==> src/rtl/dem_pkg.sv <==
// rtl/dem_pkg.sv - shared BCD digit type, digit limits and 7-segment patterns
package dem_pkg;

    typedef logic [3:0] bcd_t;

    localparam bcd_t DIGIT_MAX = 4'd9;
    localparam bcd_t DIGIT_MIN = 4'd0;

    // Active-high patterns, bit order {g,f,e,d,c,b,a}
    localparam logic [6:0] SEG_0     = 7'h3F;
    localparam logic [6:0] SEG_1     = 7'h06;
    localparam logic [6:0] SEG_2     = 7'h5B;
    localparam logic [6:0] SEG_3     = 7'h4F;
    localparam logic [6:0] SEG_4     = 7'h66;
    localparam logic [6:0] SEG_5     = 7'h6D;
    localparam logic [6:0] SEG_6     = 7'h7D;
    localparam logic [6:0] SEG_7     = 7'h07;
    localparam logic [6:0] SEG_8     = 7'h7F;
    localparam logic [6:0] SEG_9     = 7'h6F;
    localparam logic [6:0] SEG_BLANK = 7'h00;

    function automatic logic is_valid_digit(input bcd_t d);
        return d <= DIGIT_MAX;
    endfunction

endpackage

==> src/rtl/bcd_to_7seg.sv <==
// rtl/bcd_to_7seg.sv - BCD digit to 7-segment decoder with selectable polarity
module bcd_to_7seg
    import dem_pkg::*;
#(
    parameter bit SEG_ACTIVE_LOW = 1'b1
) (
    input  bcd_t       bcd_i,
    output logic [6:0] seg_o
);

    logic [6:0] seg_hi;

    // Codes 10-15 blank the digit rather than showing garbage
    always_comb begin
        seg_hi = SEG_BLANK;
        case (bcd_i)
            4'd0:    seg_hi = SEG_0;
            4'd1:    seg_hi = SEG_1;
            4'd2:    seg_hi = SEG_2;
            4'd3:    seg_hi = SEG_3;
            4'd4:    seg_hi = SEG_4;
            4'd5:    seg_hi = SEG_5;
            4'd6:    seg_hi = SEG_6;
            4'd7:    seg_hi = SEG_7;
            4'd8:    seg_hi = SEG_8;
            4'd9:    seg_hi = SEG_9;
            default: seg_hi = SEG_BLANK;
        endcase
    end

    assign seg_o = SEG_ACTIVE_LOW ? ~seg_hi : seg_hi;

endmodule

==> src/rtl/dem_99_00.sv <==
// rtl/dem_99_00.sv - two-digit BCD down counter 99..00 with 7-segment outputs
module dem_99_00
    import dem_pkg::*;
#(
    parameter bit SEG_ACTIVE_LOW = 1'b1
) (
    input  logic       clk,
    input  logic       reset,
    input  logic       enable,
    output logic [3:0] dv,
    output logic [3:0] ch,
    output logic [6:0] seg_dv,
    output logic [6:0] seg_ch
);

    bcd_t dv_q, dv_d;
    bcd_t ch_q, ch_d;

    // enable is active-low; an out-of-range digit recovers straight to 99
    always_comb begin
        dv_d = dv_q;
        ch_d = ch_q;
        if (!enable) begin
            if (!is_valid_digit(dv_q) || !is_valid_digit(ch_q)) begin
                dv_d = DIGIT_MAX;
                ch_d = DIGIT_MAX;
            end else if (dv_q != DIGIT_MIN) begin
                dv_d = dv_q - 4'd1;
            end else if (ch_q != DIGIT_MIN) begin
                dv_d = DIGIT_MAX;
                ch_d = ch_q - 4'd1;
            end else begin
                dv_d = DIGIT_MAX;
                ch_d = DIGIT_MAX;
            end
        end
    end

    always_ff @(posedge clk) begin
        if (reset) begin
            dv_q <= DIGIT_MAX;
            ch_q <= DIGIT_MAX;
        end else begin
            dv_q <= dv_d;
            ch_q <= ch_d;
        end
    end

    assign dv = dv_q;
    assign ch = ch_q;

    bcd_to_7seg #(.SEG_ACTIVE_LOW(SEG_ACTIVE_LOW)) u_seg_dv (
        .bcd_i (dv_q),
        .seg_o (seg_dv)
    );

    bcd_to_7seg #(.SEG_ACTIVE_LOW(SEG_ACTIVE_LOW)) u_seg_ch (
        .bcd_i (ch_q),
        .seg_o (seg_ch)
    );

endmodule

==> config.mk <==
export PLATFORM = sky130hd
export DESIGN_NAME = dem_99_00
export DESIGN_NICKNAME = d
export VERILOG_FILES = /design/src/rtl/dem_pkg.sv /design/src/rtl/bcd_to_7seg.sv /design/src/rtl/dem_99_00.sv
export SDC_FILE = /design/constraint.sdc
export NUM_CORES = 1
export LEC_CHECK = 0
export CORE_ASPECT_RATIO = 1.75
export CORE_UTILIZATION = 52
export DETAILED_ROUTE_END_ITERATION = 8
export GPL_ROUTABILITY_DRIVEN = 1
export GPL_TIMING_DRIVEN = 0
export PLACE_DENSITY = 0.76
export SLEW_MARGIN = 40
export SYNTH_ARGS = -nofsm -noshare
export SYNTH_HDL_FRONTEND = slang
export SYNTH_SLANG_ARGS = --single-unit
==> constraint.sdc <==
create_clock -name clk -period 3.6 [get_ports clk]
set_input_delay 1.08 -clock clk [delete_from_list [all_inputs] [get_ports clk]]
set_output_delay 1.08 -clock clk [all_outputs]
set_load 0.01 [all_outputs]
# Word level (Yosys, flattened, before mapping)
# Memories as Yosys holds them, arrays and structs flattened. A register that Yosys moved wholly into a read port is not among the register bits.
# Cells that the tools add are included.
totals:
  out_inout_bits: 22
  memories: 2
  romBits: 224
  inputBits: 3
  reg_bits: 8
memory_table:
  columns: ["name", "depth", "width", "rd", "rd_clocked_by_memory_dff", "write_ports", "line_no", "source"]
  rows:
  - ["(no name shown)", 16, 7, 1, 1, 0, "bcd_to_7seg.sv:16", "case (bcd_i)"]
  - ["(no name shown)", 16, 7, 1, 1, 0, "bcd_to_7seg.sv:16", null]
op_classes:
  n_bitwise: 3
  n_mux: 9
  add_sub_neg: 2
  eq_ne: 1
  magnitude_cmp: 2
  n_reduce_logical: 6
ops:
  columns: ["op", "count"]
  rows:
  - ["4-bit 2-to-1 mux", 9]
  - ["7-bit inverter", 2]
  - ["4-bit <= comparator (second input constant)", 2]
  - ["4-bit nonzero test", 2]
  - ["4-bit by 1-bit subtractor with 4-bit output (second input constant)", 2]
  - ["1-bit logical NOT", 2]
  - ["2-bit != test (second input constant)", 1]
  - ["2-bit AND reduction", 1]
  - ["1-bit logical OR", 1]
  - ["1-bit inverter", 1]

# Logic depth before layout (Yosys ltp)
# Gate-level depths: netlist (run 1).
logic_depth:
  ltp_word: 7
  ltp_mapped: 10

# Hierarchy
# A second synthesis (run 1) with hierarchy kept.
unflattened:
  hier_cells: 107
  hier_area_um2: 869.6
modules_own_cells:
  columns: ["mod", "area_per_inst_um2", "cells_each", "instances"]
  rows:
  - ["dem_99_00", 489.2, 51, 1]
  - ["bcd_to_7seg", 190.2, 28, 2]

# Worst setup path before layout (run 1)
# Ideal clock, no wire load.
synth_path:
  path_kind: "input port to flip-flop"
  start: "input enable"
  end: "register u_seg_ch.seg_hi[1] (netlist name)"
  stages: 7
  required_time_ps: 3483
  path_slack_ps: 484
  arrival_ps: 2999
  cell_sequence: "buf_6 -> or4b_1 -> a2111oi_4 -> a22oi_2 -> ha_1 -> or2_0 -> a22o_1"
synth_between:
  elab_chain_cells: 4
synth_lines:
  columns: ["element", "line_no", "source"]
  rows:
  - ["start: declaration", "dem_99_00.sv:9", "input logic enable,"]
  - ["1-bit inverter (no line)", null, null]
  - ["2-bit AND reduction (no line)", null, null]
  - ["4-bit 2-to-1 mux (no line) (2 in series)", null, null]
# Every way passes these cells.
# A chain may end at the register's enable or synchronous reset.

# Worst setup path in the final report (run 1)
layout_path:
  start: "input enable"
  end: "register u_seg_ch.seg_hi[1] (netlist name)"
layout_between:
  elab_chain_cells: 4
layout_lines:
  columns: ["element"]
  rows:
  - ["1-bit inverter (no line)"]
  - ["2-bit AND reduction (no line)"]
  - ["4-bit 2-to-1 mux (no line) (2 in series)"]
# Every way passes these cells.

==> flow_summary_export.csv, run 1 <==
group,metric,value,unit
clock_tree,cts.sinks,22,
synth,syn_area_per_cell,9.29,sq um
synth,ys_seq_area_share,32.0,%
setup_path,cp_num_buf_inv,1,
global_route,overflow,0,
drt,vias_per_cell,5.52,
die,io_pins,25,
synth,synth_edf_count,0,
layout,final_util,67.5,%
worst_hold_path,whs_path_depth,1,
synth,synthCells,148,
worst_hold_path,min_to,"ch[0]",
clock_tree,htreeDepth,1,
sta,min_period,2.96,ns
setup_path,slowest_delay,0.56,ns
layout,antenna_cells,0,
drt,wl,2700,um
clock_tree,cts_buffer_depth,2,
synth,synth_top_area_cell,"dfxtp_1",
setup_path,r2r_setup_slack,0.83,ns
global_route,grt_pass1_wl,4460,um
flow_run,cap_violations,0,
placed_design,gp_congestion,0.779,
die,chipWidth,40.9,um
setup_path,cp.required,3.76,ns
sta,finalSetupViolCount,0,
placed_design,io_buffer_count,22,
synth,yosys.area.top_type_share,32.0,%
sta,drv_slew,0,
setup_path,r2r-start,"ch[0]",
synth,synth_common_cells,"inv_1, dfxtp_1, ha_1",
die,fp.dieArea,0.00286,sq mm
setup_path,worst-path-stages,7,
setup_path,crit_arrival,3.12,ns
power_and_ir_drop,ir_worst_vdd,0.000210,V
power_and_ir_drop,leakage,0.840,nW
clock_tree,clock_latency,0.26,ns
setup_path,rr_worst_depth,9,
clock_tree,cts_tree,"yes",
setup_path,cp_cell_sequence,"buf_6 -> or4b_1 -> a2111oi_4 -> a22oi_2 -> ha_1 -> or2_0 -> a22o_1",
drt,dr.first_iter.drc_count,18,
placed_design,hpwlAfterDp,2090,um
die,fp-row-count,24,
clock_tree,cts_hold_buf,0,
layout,syn_to_final_growth,22.4,%
setup_path,cp_max_fo,9,
layout,fin_nets,194,
synth,synthArstFlopShare,0,%
setup_path,critPathKind,"input port to register",
synth,dominantRegCellSynth,"dfxtp_1",
power_and_ir_drop,p_per_area,363,mW/mm^2
setup_path,start_kind,"input port",
setup_path,cp_top_family,"compound AO/OA/AOI/OAI gates",
global_route,grt_usage,21.4,%
setup_path,cp-end-kind,"register",
synth,synthesis.area,0.00138,sq mm
drt,firstDrtPassIters,4,
drt,drtAntennaViolNets,0,
sta,finalHoldViolCount,0,
synth,synth.most_common_cell,"inv_1",
global_route,antenna_found_initial,0,
synth,synth.distinct_cells,42,
sta,fin_worst_skew,0.00216,ns
layout,drive_above_1_share,8.62,%
clock_tree,clk_pin_slew_worst_paths,0.08,ns
sta,tns,0,ns
clock_tree,postCtsSetupRepairBufs,0,
clock_tree,cts_buffers,3,
sta,relSlewSlack,54.9,%
sta,min_period_over_period,82.2,%
status,status,"finished, final reports clean",
sta,tightest_slew,0.672,ns
die,start_util,55.2,%
die,core,0.00249,sq mm
global_route,first_global_vias,1059,
clock_tree,postCtsResizedCells,0,
worst_hold_path,hp-class,"register to register",
die,die_h,70.0,um
worst_hold_path,holdCritStartpoint,"ch[0]",
synth,syn-num-nets,167,
setup_path,crit_slowest_cell,"or4b_1",
global_route,grt_max_degree,13,
drt,vias,1104,
setup_path,rr_endpoint,"u_seg_dv.seg_hi[4]",
synth,synth_area_leaders,"dfxtp_1, ha_1, inv_1, mux2i_1, buf_6",
sta,fmax,338,MHz
drt,drc,0,
clock_tree,cts_root_buffer,"clkbuf_8",
sta,rsz0062_at_grt,"no",
synth,yosysWarnings,0,
drt,wl_per_cell,13.5,um
synth,synth-seq-cells,22,
-- report_power, final --
group	switching (mW)	internal (mW)	leakage, nW
sequential	0.0113	0.266	0.180
clock	0.0774	0.0973	0.0288
combinational	0.0800	0.0779	0.632
total	0.169	0.442	0.840
-- layout by cell type, fill, tap and decap left out, types with 2 or more instances in the layout --
| cell | netlist | routed |
|---|---|---|
| inv_1 | 32 | 32 |
| dfxtp_1 | 22 | 22 |
| clkdlybuf4s50_1 | 0 | 22 |
| ha_1 | 16 | 16 |
| mux2i_1 | 9 | 9 |
| nand2_1 | 7 | 7 |
| nor2_1 | 5 | 5 |
| o21ai_0 | 5 | 5 |
| a21o_1 | 4 | 4 |
| o22ai_1 | 4 | 4 |
| clkbuf_8 | 0 | 4 |
| buf_6 | 3 | 3 |
| o21bai_1 | 3 | 3 |
| nor2b_1 | 3 | 3 |
| nor3_1 | 2 | 2 |
| a22oi_1 | 2 | 2 |
| nand2b_1 | 2 | 2 |
| nor4_2 | 2 | 2 |
| a2bb2oi_1 | 2 | 2 |
-- state kept, by name, indices dropped and copies added, names as in the netlist --
signal	cells
ch	4
dv	4
u_seg_dv.seg_hi	7
u_seg_ch.seg_hi	7
-- worst max path at each step --
stage,slack [ns],from,to
finish,0.64,enable,u_seg_ch.seg_hi[1]
global route,0.55,enable,u_seg_ch.seg_hi[1]
CTS,0.63,enable,u_seg_ch.seg_hi[1]
detailed placement,0.36,enable,u_seg_ch.seg_hi[1]
global placement,0.36,enable,u_seg_ch.seg_hi[1]
floorplan,0.48,enable,u_seg_ch.seg_hi[1]
-- area by class of cell --
class	instances	area, sq um
Tap cell	26	32.5
Sequential cell	22	440
Timing Repair Buffer	22	220
Fill cell	193	810
Multi-Input combinational cell	90	777
Clock buffer	4	55.1
Buffer	4	37.5
Inverter	32	120
-- per-stage QoR --
step / area (sq um) / power, mW / worst slack (ns) / hold slack [ns] / std cells
after floorplan: 1380 / 0.376 / 0.484 / 0.573 / 148
after global placement: 1630 / 0.434 / 0.361 / 0.580 / 196
after detailed placement: 1630 / 0.442 / 0.358 / 0.592 / 196
after CTS: 1680 / 0.616 / 0.635 / 0.610 / 200
after global routing: 1680 / 0.647 / 0.551 / 0.672 / 200
final: 1680 / 0.610 / 0.641 / 0.608 / 200
-- worst register-to-register path, delay by kind of cell, from the launching register on --
| family | cells | cell delay [ns] |
|---|---|---|
| flip-flops | 1 | 0.47 |
| AO/OA/AOI/OAI | 5 | 1.42 |
| adder cells (fa/ha/maj) | 2 | 0.49 |
| buffers and inverters | 2 | 0.27 |
-- cell families after synthesis --
logic type,share of synthesized area (%)
buffers and inverters,11.5
AND/OR/NAND/NOR,14.5
XOR/XNOR,1.27
multiplexers,8.46
flip-flops,32.0
AO/OA/AOI/OAI,17.7
adder cells (fa/ha/maj),14.6
-- per-layer routing --
metal / wire [um] / global-route usage, % / vias to the layer above / part of all wire, %
met4: 37 / 5.56 / 0 / 1.4
met1: 1040 / 22.8 / 526 / 38
met3: 52 / 2.86 / 6 / 1.9
met5: 0 / 0 / - / 0
li1: - / - / 553 / -
met2: 1570 / 39.4 / 19 / 58
(Power assumes the default switching activity.)
==> run 2, diff against run 1 <==
- CORE_UTILIZATION: 52 -> 47
- PLACE_DENSITY: 0.76 -> 0.73
- clock period: 3.6 -> 2.54 ns (I/O delays scaled with it)
==> flow_summary_export.csv, run 2 (synthesized netlist as in run 1, its figures left out) <==
group,metric,value,unit
status,status,"finished, violations left",
status,violations,"negative setup slack",
die,fp.dieArea,0.00315,sq mm
global_route,antenna_found_initial,0,
layout,nFillCells,227,
sta,rsz0062_at_grt,"yes",
worst_hold_path,hp-class,"register to register",
layout,final_cell_mix,"inv_1, clkdlybuf4s50_1, dfxtp_1",
placed_design,placedCellCount,197,
die,chipWidth,42.9,um
setup_path,cp.required,2.68,ns
die,die_h,73.6,um
layout,design_area,0.00185,sq mm
drt,vias,1143,
sta,min_period,2.54,ns
sta,relSlewSlack,54.9,%
setup_path,r2r_setup_slack,0.03,ns
die,start_util,50.0,%
die,core,0.00275,sq mm
layout,seq_area,443,sq um
clock_tree,cts_tree,"yes",
placed_design,gp_congestion,0.761,
sta,fmax,393,MHz
drt,drtAntennaViolNets,0,
drt,firstDrtPassIters,4,
setup_path,rr_worst_depth,10,
layout,layout_commonest_cell,"inv_1",
setup_path,cp-end-kind,"register",
power_and_ir_drop,ir_worst_vdd,0.000324,V
placed_design,hpwlAfterDp,1960,um
setup_path,r2r-start,"dv[0]",
setup_path,crit_arrival,2.68,ns
layout,syn_to_final_growth,34.2,%
clock_tree,clk_pin_slew_worst_paths,0.08,ns
layout,drive_above_1_share,20.0,%
clock_tree,cts_buffers,3,
placed_design,io_buffer_count,22,
sta,tightest_slew,0.670,ns
drt,wl_per_cell,13.7,um
global_route,grt_pass1_wl,4490,um
placed_design,place_area,0.00164,sq mm
sta,finalHoldViolCount,0,
setup_path,start_kind,"input port",
layout,antenna_cells,0,
layout,fin_nets,200,
clock_tree,htreeDepth,1,
sta,tns,-0.00138,ns
setup_path,cp_max_fo,5,
power_and_ir_drop,total_power,0.963,mW
placed_design,place_ws,-0.248,ns
worst_hold_path,holdCritStartpoint,"ch[0]",
sta,whs,0.551,ns
worst_hold_path,min_to,"ch[0]",
global_route,first_global_vias,1065,
layout,fin_cells,207,
clock_tree,cts_root_buffer,"clkbuf_8",
die,io_pins,25,
power_and_ir_drop,p_per_area,522,mW/mm^2
layout,final_util,67.0,%
drt,dr.first_iter.drc_count,16,
drt,vias_per_cell,5.52,
sta,drv_slew,0,
global_route,overflow,0,
setup_path,rr_endpoint,"u_seg_ch.seg_hi[5]",
power_and_ir_drop,leakage,0.904,nW
sta,fin_worst_skew,0.00151,ns
global_route,grt_max_degree,14,
clock_tree,cts.sinks,22,
flow_run,cap_violations,0,
sta,finalSetupViolCount,1,
worst_hold_path,whs_path_depth,1,
sta,min_period_over_period,100,%
layout,multi_input_area,860,sq um
global_route,grt_usage,18.5,%
die,fp-row-count,25,
setup_path,critPathKind,"input port to register",
clock_tree,cts_buffer_depth,2,
clock_tree,clock_latency,0.27,ns
drt,drc,0,
sta,worst_slack,-0.00138,ns
drt,wl,2830,um
run 2: power by group:
part / switching [mW] / total, mW / internal, mW
Combinational: 0.117 / 0.238 / 0.122
Clock: 0.121 / 0.331 / 0.211
Sequential: 0.0158 / 0.394 / 0.378
run 2: worst max-delay path by stage:
| stage | from | to |
|---|---|---|
| 2_1_floorplan | enable | u_seg_ch.seg_hi[1] |
| 3_3_place_gp | enable | u_seg_ch.seg_hi[1] |
| 3_5_place_dp | enable | u_seg_ch.seg_hi[0] |
| 4_1_cts | ch[0] | u_seg_ch.seg_hi[1] |
| 5_1_grt | dv[0] | u_seg_ch.seg_hi[1] |
| 6_report | enable | u_seg_ch.seg_hi[5] |
run 2: metal layers:
layer / share of wire [%] / GRT usage (%) / wire length (um)
met1: 39 / 19.7 / 1110
met2: 55 / 34.3 / 1560
met3: 3.0 / 1.47 / 85
met4: 2.7 / 10.4 / 77
met5: 0 / 0 / 0
run 2: worst max-delay path, cell delays in order:
cell and delay [ns]:
buf_12 0.11, or4b_4 0.53, a2111oi_4 0.37, a22oi_2 0.19, buf_4 0.19, buf_6 0.12
ha_4 0.15, mux2i_1 0.16, mux2i_1 0.10
run 2: area by class of cell:
| type | instances | share of cell area (%) |
|---|---|---|
| repair buffers | 28 | 14.6 |
| well taps | 27 | 1.83 |
| clock buffers | 3 | 2.24 |
| plain buffers | 4 | 2.51 |
| multi-input cells | 90 | 46.6 |
| clock inverters | 1 | 1.63 |
| flip-flops and latches | 22 | 24.0 |
| inverters | 32 | 6.64 |
run 2: timing repair:
item / 4_1_cts / 5_1_grt
hold buffers: 0 / 0
resized for setup: 3 / 20
endpoints found under the setup margin: 12 / 12
buffers inserted: 0 / 6
cloned: 0 / 0
pin swaps: 0 / 5
==> run 3, diff against run 2 <==
- CTS_CLUSTER_SIZE: unset -> 8
- SLEW_MARGIN: 40 -> 30
- TNS_END_PERCENT: unset -> 30
==> flow_summary_export.csv, run 3 (synthesized netlist as in run 1, its figures left out) <==
group,metric,value,unit
status,status,"finished, violations left",
status,violations,"negative setup slack",
placed_design,place_ws,-0.248,ns
drt,drtAntennaViolNets,0,
flow_run,cap_violations,0,
global_route,grt_max_degree,14,
die,fp.dieArea,0.00315,sq mm
global_route,overflow,0,
layout,layout_commonest_cell,"inv_1",
die,chipWidth,42.9,um
die,start_util,50.0,%
clock_tree,cts_hold_buf,0,
sta,rsz0062_at_grt,"yes",
placed_design,io_buffer_count,22,
setup_path,crit_arrival,2.69,ns
setup_path,crit_slowest_cell,"or4b_4",
setup_path,cp-startpoint,"enable",
clock_tree,htreeDepth,1,
sta,relSlewSlack,54.9,%
die,fp-row-count,25,
placed_design,hpwlAfterDp,1960,um
setup_path,cp.required,2.68,ns
drt,dr.first_iter.drc_count,20,
clock_tree,cts_root_buffer,"clkbuf_8",
worst_hold_path,holdCritStartpoint,"ch[0]",
sta,drv_slew,0,
worst_hold_path,hp-class,"register to register",
sta,tightest_slew,0.671,ns
global_route,antenna_found_initial,0,
setup_path,cp_top_family,"compound AO/OA/AOI/OAI gates",
global_route,first_global_vias,1065,
clock_tree,cts_buffers,3,
clock_tree,clk_pin_slew_worst_paths,0.08,ns
layout,fin_nets,199,
setup_path,critPathKind,"input port to register",
sta,min_period,2.54,ns
layout,design_area,0.00182,sq mm
layout,syn_to_final_growth,32.5,%
power_and_ir_drop,leakage,0.895,nW
layout,nFillCells,232,
die,io_pins,25,
clock_tree,cts_tree,"yes",
placed_design,place_area,0.00164,sq mm
layout,final_cell_mix,"inv_1, clkdlybuf4s50_1, dfxtp_1",
drt,firstDrtPassIters,4,
power_and_ir_drop,ir_worst_vdd,0.000324,V
setup_path,start_kind,"input port",
setup_path,cp_max_fo,5,
setup_path,slowest_delay,0.53,ns
die,die_h,73.6,um
drt,wl_per_cell,13.4,um
power_and_ir_drop,total_power,0.963,mW
drt,drc,0,
clock_tree,cts_buffer_depth,2,
setup_path,r2r-start,"dv[0]",
placed_design,gp_congestion,0.761,
sta,fmax,393,MHz
drt,vias,1123,
setup_path,cp_cell_sequence,"buf_12 -> or4b_4 -> a2111oi_4 -> a22oi_2 -> buf_4 -> buf_4 -> ha_4 -> mux2i_1 -> mux2i_1",
power_and_ir_drop,p_per_area,529,mW/mm^2
clock_tree,clock_latency,0.27,ns
sta,finalSetupViolCount,1,
clock_tree,cts.sinks,22,
layout,drive_above_1_share,18.4,%
drt,wl,2760,um
layout,antenna_cells,0,
global_route,grt_pass1_wl,4490,um
sta,finalHoldViolCount,0,
setup_path,cp_num_buf_inv,3,
sta,worst_slack,-0.00377,ns
sta,fin_worst_skew,0.00221,ns
sta,min_period_over_period,100,%
global_route,grt_usage,18.5,%
die,core,0.00275,sq mm
setup_path,cp-end-kind,"register",
drt,vias_per_cell,5.45,
## run 3: changes by cell type in the layout (fill, tap and decap cells not counted), sizes merged
cell  before  now
buf       10    9
## run 3: path summary, 6_finish.rpt
check	end	slack, ns	cells past startpoint
setup reg to reg	u_seg_ch.seg_hi[5]	0.03	10
setup / recovery	u_seg_ch.seg_hi[5]	-0.004	9
hold reg to reg	ch[0]	0.55	1
hold / removal	ch[0]	0.55	1
## run 3: per-layer routing
layer,part of all wire [%],wire length [um],vias up,GRT usage (%)
met5,0,0,-,0
met4,2.2,61,0,10.4
met3,3.0,84,8,1.47
met2,56,1540,31,34.3
met1,39,1080,521,19.7
li1,-,-,563,-
## run 3: final cells by class
type / instances / area [sq um] / area share, %
Multi-Input combinational cell: 90 / 847 / 46.5
Inverter: 32 / 123 / 6.73
Clock inverter: 1 / 30.0 / 1.65
Sequential cell: 22 / 443 / 24.3
Clock buffer: 3 / 41.3 / 2.27
Timing Repair Buffer: 27 / 258 / 14.1
Tap cell: 27 / 33.8 / 1.85
Buffer: 4 / 46.3 / 2.54
## run 3: power breakdown
group	switching, mW	internal [mW]	leakage [nW]
sequential	0.0158	0.378	0.179
combinational	0.116	0.122	0.681
clock	0.120	0.211	0.0357
total	0.253	0.710	0.895
## run 3: repair_timing
action / 4_1_cts / 5_1_grt
endpoints found under the setup margin: 12 / 12
setup buffers: 0 / 5
cloned: 0 / 0
resized for setup: 3 / 16
pin swaps: 0 / 5
## run 3: stage by stage
| step | hold slack (ns) | instances | utilization [%] | TNS (ns) |
|---|---|---|---|---|
| floorplan | 0.573 | 148 | - | -0.126 |
| global placement | 0.583 | 197 | 59.5 | -1.07 |
| detailed placement | 0.601 | 197 | 59.5 | -1.80 |
| CTS | 0.630 | 201 | 62.4 | 0 |
| global route | 0.608 | 206 | 66.2 | -0.414 |
| finish | 0.551 | 206 | 66.2 | -0.00377 |
==> RTL change: new RTL, flow settings as in run 1 <==
`SEG_ACTIVE_LOW` is set to 1'b1 in 2 places; all go to 1'b0.
--- a/src/rtl/bcd_to_7seg.sv
+++ b/src/rtl/bcd_to_7seg.sv
@@ -4,3 +4,3 @@
 #(
-    parameter bit SEG_ACTIVE_LOW = 1'b1
+    parameter bit SEG_ACTIVE_LOW = 1'b0
 ) (
--- a/src/rtl/dem_99_00.sv
+++ b/src/rtl/dem_99_00.sv
@@ -4,3 +4,3 @@
 #(
-    parameter bit SEG_ACTIVE_LOW = 1'b1
+    parameter bit SEG_ACTIVE_LOW = 1'b0
 ) (
Check against the original RTL: not equivalent (Yosys sat finds a counterexample within 4 cycles, from zero or initial values and one cycle with reset high).
==> RTL change against run 1 <==
- worst setup slack worse by 0.11 ns
- design area decreased by 3.0%
- area after synthesis shrank 6.5%
- count of clock-buffer cells in the layout decreased by 1
- power is 16% higher
- sequential cell count unchanged
- wire length decreased by 4.5%
- critical endpoint is now u_seg_ch.seg_o[4]
==> RTL change: results (changes against run 1) <==
| Metric | Value |
|---|---|
| Total GRT Usage | `22.4% (was 21.4%)` |
| Post-synth ARST share | `0% (unchanged)` |
| Placer congestion estimate | `0.757 (was 0.779)` |
| CP top delay family | `compound AO/OA/AOI/OAI gates (unchanged)` |
| H-tree depth | `1 (unchanged)` |
| Yosys cell types | `49 (was 42)` |
| Status | `complete, no violations (unchanged)` |
| Final WL | `2580 um (was 2700 um)` |
| Area after DPL | `1560 um^2 (was 1630 um^2)` |
| Slowest stage delay, CP | `0.37 ns (was 0.56 ns)` |
| Crit-path slowest cell | `or3_4 (was or4b_1)` |
| Number of global-route vias before repair | `1050 (was 1059)` |
| Top cells by area, synth | `dfxtp_1 34%, ha_1 16%, inv_1 4.7%, a21oi_1 4.3%, mux2i_1 3.1% (was dfxtp_1 32%, ha_1 15%, inv_1 8.7%, mux2i_1 6.6%, buf_6 2.5%)` |
| Number of antenna violations at the first check in global routing | `0 (unchanged)` |
| First-pass GRT wire length | `4370 um (was 4460 um)` |
| DR iter-0 viols | `21 (was 18)` |
| # diodes | `0 (unchanged)` |
| Worst VDD drop | `0.276 mV (was 0.210 mV)` |
| Commonest cells post-synth | `22 x dfxtp_1, 16 x ha_1, 16 x inv_1 (was 32 x inv_1, 22 x dfxtp_1, 16 x ha_1)` |
| Clock Tree Root | `clkbuf_8 (unchanged)` |
| Post-Syn Nets | `155 (was 167)` |
| Clk_lat worst skew | `0.26 ns (about the same)` |
| CTS clock-pin slew for the worst setup and hold paths | `0.08 ns (about the same)` |
| Post-synth top flop | `dfxtp_1 (unchanged)` |
| Largest net degree at the start of global routing | `14 (was 13)` |
| Layout Nets | `184 (was 194)` |
| Cell Count, Final, Fillers Out | `189 (was 200)` |
| Pre-CTS WS | `-0.116 ns (was 0.358 ns)` |
| Sequential area share after synthesis | `34.2% (was 32.0%)` |
| CTS Buffer Depth | `2 (unchanged)` |
| Inserted Clock Buffers | `3 (unchanged)` |
| Share of cells above drive strength 1 | `14.6% (was 8.62%)` |
| CP max FO | `7 (was 9)` |
| Slew HR | `63.5% (was 54.9%)` |
| Worst path arrival time | `3.27 ns (was 3.12 ns)` |
| Final HPWL DP | `2080 um (was 2090 um)` |
| Clock Skews | `0.00119 ns (was 0.00216 ns)` |
| DRT Pass-1 Iters | `4 (unchanged)` |
| Port Buf Inserts | `24 (was 22)` |
| Pleak | `0.750 nW (was 0.840 nW)` |
| Syn Area/Cell | `9.46 um^2 (was 9.29 um^2)` |
| Yosys Warn Count | `0 (unchanged)` |
| Worst hold-check path type | `register to register (unchanged)` |
| Routed vias | `1042 (was 1104)` |
RTL change: power breakdown:
part | switching, mW | internal [mW]
registers | 0.0149 | 0.270
logic | 0.0939 | 0.0979
clock network | 0.0798 | 0.148
RTL change: layer usage:
metal  vias to the layer above  part of all wire (%)  track usage, %
met3                         6                   2.0            1.97
met1                       483                    38            22.5
met2                        20                    58            43.9
li1                        533                     -               -
met5                         -                     0               0
met4                         0                   2.0            7.76
RTL change: kinds of logic after synthesis:
family / count (synthesis) / synth area share [%]
AND/OR/NAND/NOR: 31 / 16.4
AO/OA/AOI/OAI: 37 / 20.0
multiplexers: 6 / 4.86
buffers and inverters: 21 / 6.81
adder cells (fa/ha/maj): 16 / 15.6
flip-flops: 22 / 34.2
XOR/XNOR: 3 / 2.04
RTL change: worst paths after layout:
check / startpoint / end / cells after the start / slack [ns]
worst max-delay path: enable / u_seg_ch.seg_o[4] / 11 / 0.54
worst min-delay path: ch[0] / ch[0] / 1 / 0.60
worst max register to register: ch[0] / u_seg_ch.seg_o[6] / 11 / 0.88
worst min register to register: ch[0] / ch[0] / 1 / 0.60
RTL change: timing repair:
item                                    CTS  global route
endpoints found under the setup margin    0             1
buffers inserted                          0             0
hold buffers                              0             0
resized for setup                         0             1
endpoints found under the hold margin     0             0
RTL change: final cells by class:
class                           count  area [um^2]
Tap cell                           25         31.3
Timing Repair Buffer               24          243
Clock inverter                      1         30.0
Multi-Input combinational cell     93          758
Buffer                              3         20.0
Sequential cell                    22          440
Fill cell                         196          671
Clock buffer                        3         41.3
Inverter                           18         67.6
